## src/rtl/fp_div_sqrt_arbiter.sv

```systemverilog
// Round-robin arbiter sharing one FP32 div/sqrt unit among NUM_REQ requesters.
// Define FP_DIV_SQRT_ARB_FAST_RESP_EN to forward the result in the unit's finish cycle.
module fp_div_sqrt_arbiter #(
    parameter int NUM_REQ   = 2,
    parameter int TAG_WIDTH = 6,
    localparam int ID_W     = $clog2(NUM_REQ)
) (
    input  logic                              clk,
    input  logic                              rst,
    input  logic [NUM_REQ-1:0]                req_valid,
    output logic [NUM_REQ-1:0]                req_ready,
    input  logic [NUM_REQ-1:0][31:0]          req_lhs,
    input  logic [NUM_REQ-1:0][31:0]          req_rhs,
    input  logic [NUM_REQ-1:0]                req_is_divide,
    input  logic [NUM_REQ-1:0][TAG_WIDTH-1:0] req_tag,
    output logic                              unit_req,
    output logic [31:0]                       unit_lhs,
    output logic [31:0]                       unit_rhs,
    output logic                              unit_is_divide,
    input  logic                              unit_finished,
    input  logic [31:0]                       unit_result,
    output logic                              resp_valid,
    output logic [ID_W-1:0]                   resp_id,
    output logic [TAG_WIDTH-1:0]              resp_tag,
    output logic [31:0]                       resp_result,
    input  logic                              resp_ready,
    input  logic                              flush
);

    typedef enum logic [1:0] {
        S_IDLE,
        S_LAUNCH,
        S_WAIT,
        S_RESP
    } state_t;

    state_t               r_state;
    logic                 r_killed;
    logic [ID_W-1:0]      r_last;
    logic                 r_resp_valid;
    logic [ID_W-1:0]      r_resp_id;
    logic [TAG_WIDTH-1:0] r_resp_tag;
    logic [31:0]          r_resp_result;

    logic                 w_found;
    logic [ID_W-1:0]      w_win_id;
    logic [ID_W-1:0]      w_idx;
    logic                 w_grant;
    logic                 w_fast;

    // Search starts one past the previous winner.
    always_comb begin
        w_found  = 1'b0;
        w_win_id = '0;
        w_idx    = '0;
        for (int k = 1; k <= NUM_REQ; k++) begin
            w_idx = ID_W'((int'(r_last) + k) % NUM_REQ);
            if (!w_found && req_valid[w_idx]) begin
                w_found  = 1'b1;
                w_win_id = w_idx;
            end
        end
    end

    assign w_grant = (r_state == S_IDLE) && !rst && unit_finished
                   && !flush && w_found;

    always_comb begin
        req_ready = '0;
        if (w_grant) begin
            req_ready[w_win_id] = 1'b1;
        end
    end

    assign unit_req       = w_grant;
    assign unit_lhs       = w_grant ? req_lhs[w_win_id] : '0;
    assign unit_rhs       = w_grant ? req_rhs[w_win_id] : '0;
    assign unit_is_divide = w_grant ? req_is_divide[w_win_id] : 1'b0;

`ifdef FP_DIV_SQRT_ARB_FAST_RESP_EN
    assign w_fast = (r_state == S_WAIT) && unit_finished
                  && !r_killed && !flush;
`else
    assign w_fast = 1'b0;
`endif

    assign resp_valid  = r_resp_valid | w_fast;
    assign resp_result = w_fast ? unit_result : r_resp_result;
    assign resp_id     = r_resp_id;
    assign resp_tag    = r_resp_tag;

    always_ff @(posedge clk or posedge rst) begin
        if (rst) begin
            r_state       <= S_IDLE;
            r_killed      <= 1'b0;
            r_last        <= ID_W'(NUM_REQ - 1);
            r_resp_valid  <= 1'b0;
            r_resp_id     <= '0;
            r_resp_tag    <= '0;
            r_resp_result <= '0;
        end else begin
            unique case (r_state)
                S_IDLE: begin
                    if (w_grant) begin
                        r_state    <= S_LAUNCH;
                        r_last     <= w_win_id;
                        r_resp_id  <= w_win_id;
                        r_resp_tag <= req_tag[w_win_id];
                        r_killed   <= 1'b0;
                    end
                end
                S_LAUNCH: begin
                    r_state <= S_WAIT;
                    if (flush) begin
                        r_killed <= 1'b1;
                    end
                end
                S_WAIT: begin
                    if (unit_finished) begin
                        r_killed <= 1'b0;
                        // A flush landing on the finish cycle also kills.
                        if (r_killed || flush) begin
                            r_state <= S_IDLE;
                        end else if (w_fast && resp_ready) begin
                            r_state <= S_IDLE;
                        end else begin
                            r_state       <= S_RESP;
                            r_resp_valid  <= 1'b1;
                            r_resp_result <= unit_result;
                        end
                    end else if (flush) begin
                        r_killed <= 1'b1;
                    end
                end
                S_RESP: begin
                    if (flush || resp_ready) begin
                        r_state      <= S_IDLE;
                        r_resp_valid <= 1'b0;
                    end
                end
            endcase
        end
    end

endmodule

```

## config.mk

```make
export PLATFORM = sky130hd
export DESIGN_NAME = fp_div_sqrt_arbiter
export DESIGN_NICKNAME = d
export VERILOG_FILES = /design/src/rtl/fp_div_sqrt_arbiter.sv
export SDC_FILE = /design/constraint.sdc
export NUM_CORES = 1
export LEC_CHECK = 0
export ABC_AREA = 1
export CORE_AREA = 2 2 113 115
export CTS_BUF_LIST = sky130_fd_sc_hd__clkbuf_8
export CTS_CLUSTER_DIAMETER = 150
export DETAILED_ROUTE_END_ITERATION = 16
export DIE_AREA = 0 0 115 117
export PLACE_DENSITY_LB_ADDON = 0.05
export SLEW_MARGIN = 20
export SYNTH_ARGS = -nofsm -noshare
export SYNTH_HDL_FRONTEND = slang
export SYNTH_SLANG_ARGS = --single-unit
```

## constraint.sdc

```tcl
create_clock -name clk -period 1.85 [get_ports clk]
set_input_delay 0.2775 -clock clk [delete_from_list [all_inputs] [get_ports clk]]
set_output_delay 0.2775 -clock clk [all_outputs]
set_load 0.005 [all_outputs]
```

[Word level (Yosys, flattened, before mapping)]
Cells that the tools add are included.
Storage, ports and cells
  flip-flop bits (word level): 44
  input port bits: 181
  output and inout port bits: 108
Cells by class
  multiplexer cells: 35
  order comparisons: 4
  reductions and logical operators: 19
  bitwise gates (word level): 1
  eq/ne operators: 7
  $add $sub $neg: 2
Operator list (number)
  two-way mux 32 bit: 6
  two-way mux 1 bit: 18
  two-way mux 6 bit: 2
  two-way mux 2 bit: 5
  inequality test 2 bit (second input constant): 4
  one-hot mux 2 bit (4 select lines): 1
  logical AND 1 bit: 6
  less-than comparator 1 x 2 -> 1 bit (second input constant): 3
  AND reduction 3 bit: 2
  == test 2 bit (second input constant): 2
  AND reduction 2 bit: 2
  AND reduction 4 bit: 1
  logical NOT 1 bit: 3
  one-hot mux 1 bit (3 select lines): 1
  nonzero test 3 bit: 1
  adder 1 bit (second input constant): 2
  == test 2 x 1 -> 1 bit (second input constant): 1
  logical NOT 2 bit: 1
  logical OR 1 bit: 2
  one-hot mux 1 bit (2 select lines): 1
  nonzero test 2 bit: 1
  demux 1 bit (select 1 bit): 1
  >= comparator 1 bit (second input constant): 1
  NOT 1 bit: 1

[Depth between registers and ports, before layout]
Gate-level depths: netlist (run 1).
  word-level depth: 12
  gate-level depth with buffers: 10
  depth with buffers taken out: 9

[Worst setup path before layout (run 1)]
Ideal clock, no wire load.
  path kind: register -> output
  start: reg r_state[1]
  end: out unit_lhs[21]
  path slack: 0.131 ns
  arrival: 1.442 ns
  required time: 1.572 ns
  stages on the path, launching flop included: 11
  path through: dfrtp_1 inv_1 ha_1 nand2_1 inv_1 nand3_2 nor2_2 buf_4 buf_2 nand2_1 nand2_1
Between the ends
  longest elaborated chain between the ends: 6
Ends and longest elaborated chain
  start: declaration: line 37  | state_t r_state;
  start signal: assignment: line 94  | r_state <= S_IDLE;
  start signal: assignment: line 105  | r_state <= S_LAUNCH;
  start signal: assignment: line 113  | r_state <= S_WAIT;
  logical NOT 2 bit: line 65  | assign w_grant = (r_state == S_IDLE) && !rst && unit_finished
  logical AND 1 bit (2 in series): line 65
  logical AND 1 bit (2 in series): line 66  | && !flush && w_found;
  two-way mux 32 bit: line 76  | assign unit_lhs = w_grant ? req_lhs[w_win_id] : '0;
  end: declaration: line 17  | output logic [31:0] unit_lhs,
No other way between the ends.

[Final worst setup path (run 1)]
  start: reg r_state[0]
  end: out unit_lhs[6]
The elaborated chain is that of the path after synthesis.

==> impl_metrics.ini, run 1 <==
[route]
ant_nets = 0
routed_wl_um = 15200
num_vias = 4033
vias_per_cell = 4.29
route.detailed.drc = 0
drt_pass1_iterations = 4
drt_iter0_drc = 126
wire_per_inst_um = 16.2

[run_status]
violations = negative setup slack
outcome = complete, but fails checks

[synthesis]
synth_common_cells = 285 x nand2_1, 43 x dfrtp_1, 43 x inv_1, 34 x o21ai_0, 8 x buf_2
synth_area_um2 = 2820
synthFlopType = dfrtp_1
synth_area_leader_cell = dfrtp_1
seq_area_frac_synth = 0.391
yosysTopAreaCellShare = 0.382
syn_inst = 452
yosys_register_bits = 44
async_reset_ff_frac = 1.00
ys_types = 18
yosys-top-cells-area = dfrtp_1 38%, nand2_1 38%, o21ai_0 6.0%, inv_1 5.7%, ha_1 2.7%
syn_nets = 639
avgSynthCellArea_um2 = 6.23
yosys_warnings = 0
yosysMostFrequentCell = nand2_1
synth_edf_count = 0

[sta]
finalHoldViolCount = 0
rsz0062_at_grt = yes
drv_slew = 0
min_period_over_period = 1.20
clock_skew_ps = 8.63
whs_ps = 373
setup_slack_ps = -373
fin_crit_ps = 2220
setup_violations = 67
timing.max_slew.rel_slack = 0.813
max_freq_mhz = 450
worst_pin_slew_ps = 280

[grt]
grt_usage = 0.212
grt_start_max_net_pins = 65
grt_pass1_wl_um = 21700
grt_antenna_before_repair = 0
overflow = 0
grt_pass1_vias = 3923

[place]
numPortBuffers = 288
dp_hpwl_um = 11000
placedCellCount = 892
post_dp_cell_area_um2 = 6000
place_ws_ps = -581
gp_congestion = 0.847

[layout]
nFillCells = 1167
syn2layout_area_growth_pct = 147
nets = 977
final-instance-count-excl-fill = 940
drive_gt1_frac = 0.328
regArea_um2 = 1100
postLayoutCellArea_um2 = 6950
antenna_cells = 0
multiInputGateArea_um2 = 1830

[clock_network]
clock-root-buffer = clkbuf_8
clock_sinks = 44
clock_latency_ps = 290
clockBufferDepth = 2
postCtsHoldBufs = 0
path_clk_slew_ps = 80
cts-buffers-inserted = 5
cts_tree = built
htree_levels = 2

[setup_path]
rr_startpoint = r_state[0]
setup.worst_path.start_class = flip-flop
cp-endpoint = unit_lhs[6]
crit_fanout = 7
worst-endpoint-required_ps = 1570
reg2reg_depth = 11
worst_setup_path_end_kind = primary output
arrival_ps = 1950
rrSetupSlack_ps = 130
crit_path_start = r_state[0]
crit_type = reg2out
timing.rr.end = r_state[1]

[floorplanning]
rows = 41
fp.dieW_um = 115
fp.dieArea_um2 = 13500
die_h_um = 117
io_pins = 289
start_util = 0.229
fp.coreArea_um2 = 12300

[power_and_ir_drop]
power_density_nw_per_um2 = 768
leakagePower_nw = 3.67
finalPower_mw = 5.33
ir_worst_vdd_mv = 0.628

[job]
maxCapViolations = 0

[worst_hold_path]
hold_path_class = in2async
[layer usage]
metal / global-route usage / wire length, um
met5: 0 / 0
met1: 0.235 / 5570
met3: 0.0556 / 1350
met4: 0.0562 / 276
met2: 0.399 / 8040
[sequential cells by signal, indices dropped and copies added, names as in the netlist]
register / cells
resp_result: 32
resp_tag: 6
r_state: 2
r_killed: 1
r_last: 1
resp_id: 1
resp_valid: 1
[stage by stage]
step | setup TNS [ps] | util
after floorplan | 0 | -
after global placement | -35800 | 0.488
after detailed placement | -37010 | 0.488
after CTS | -21910 | 0.542
after global routing | -25720 | 0.564
final | -18980 | 0.564
[layout make-up]
type	count	area share
Clock inverter	2	0.00864
Clock buffer	5	0.00990
Timing Repair Buffer	352	0.508
Inverter	45	0.0243
Sequential cell	44	0.159
Tap cell	150	0.0270
Multi-Input combinational cell	342	0.263
[where the power goes]
part           internal (mW)  leakage, nW  total, mW  switching, mW
registers               1.44        0.552       1.70          0.264
clock network          0.532       0.0642      0.853          0.322
logic                   1.71         3.05       2.78           1.07
[cells by family (layout without fill, tap and decap cells)]
group	count (synthesis)	after routing	synth area share
fa+ha+maj	6	6	0.0266
compound gates	36	36	0.0679
simple gates	300	300	0.408
flops	44	44	0.391
buf+inv	66	404	0.106
[worst max-delay path: stages (launching register included)]
cell and delay [ps]:
dfrtp_1 400, inv_2 90, ha_4 140, nand2_2 50
inv_2 60, nand3_4 90, nor2_4 120, buf_6 120
buf_8 120, buf_12 120, buf_16 120, nand2_1 50
nand2_1 60, buf_2 130
[worst min path at each step]
stage                         startpoint         endpoint  depth (start not counted)  slack, ps
after floorplan           unit_result[0]   resp_result[0]                          2        420
after global placement        resp_valid       resp_valid                          2        460
after detailed placement      resp_valid       resp_valid                          2        470
after CTS                            rst  resp_result[30]                          3        370
after global routing                 rst  resp_result[30]                          3        400
final                                rst          resp_id                          3        370
[what timing repair did]
item / CTS / global route
pin swaps: 23 / 26
cloned: 10 / 0
resized for setup: 379 / 100
endpoints found under the setup margin: 68 / 70
setup buffers: 33 / 7
[layout by cell type, fill, tap and decap left out, types with 10 or more instances in the layout]
cell type	count
nand2_2	83
nand2_4	23
buf_6	36
dfrtp_1	43
inv_1	39
buf_2	49
nand2_1	179
buf_12	10
o21ai_0	34
buf_4	22
clkdlybuf4s50_1	220
Note: power is estimated with default switching activity, not from simulation.
==> run 2: changes to the inputs <==
--- a/config.mk
+++ b/config.mk
@@ -6,6 +6,7 @@
 export NUM_CORES = 1
 export LEC_CHECK = 0
 export ABC_AREA = 1
+export ABC_CLOCK_PERIOD_IN_PS = 1850
 export CORE_AREA = 2 2 113 115
 export CTS_BUF_LIST = sky130_fd_sc_hd__clkbuf_8
 export CTS_CLUSTER_DIAMETER = 150
==> results of run 2 <==
The final DEF is identical to that of run 1; final timing and power are the same.
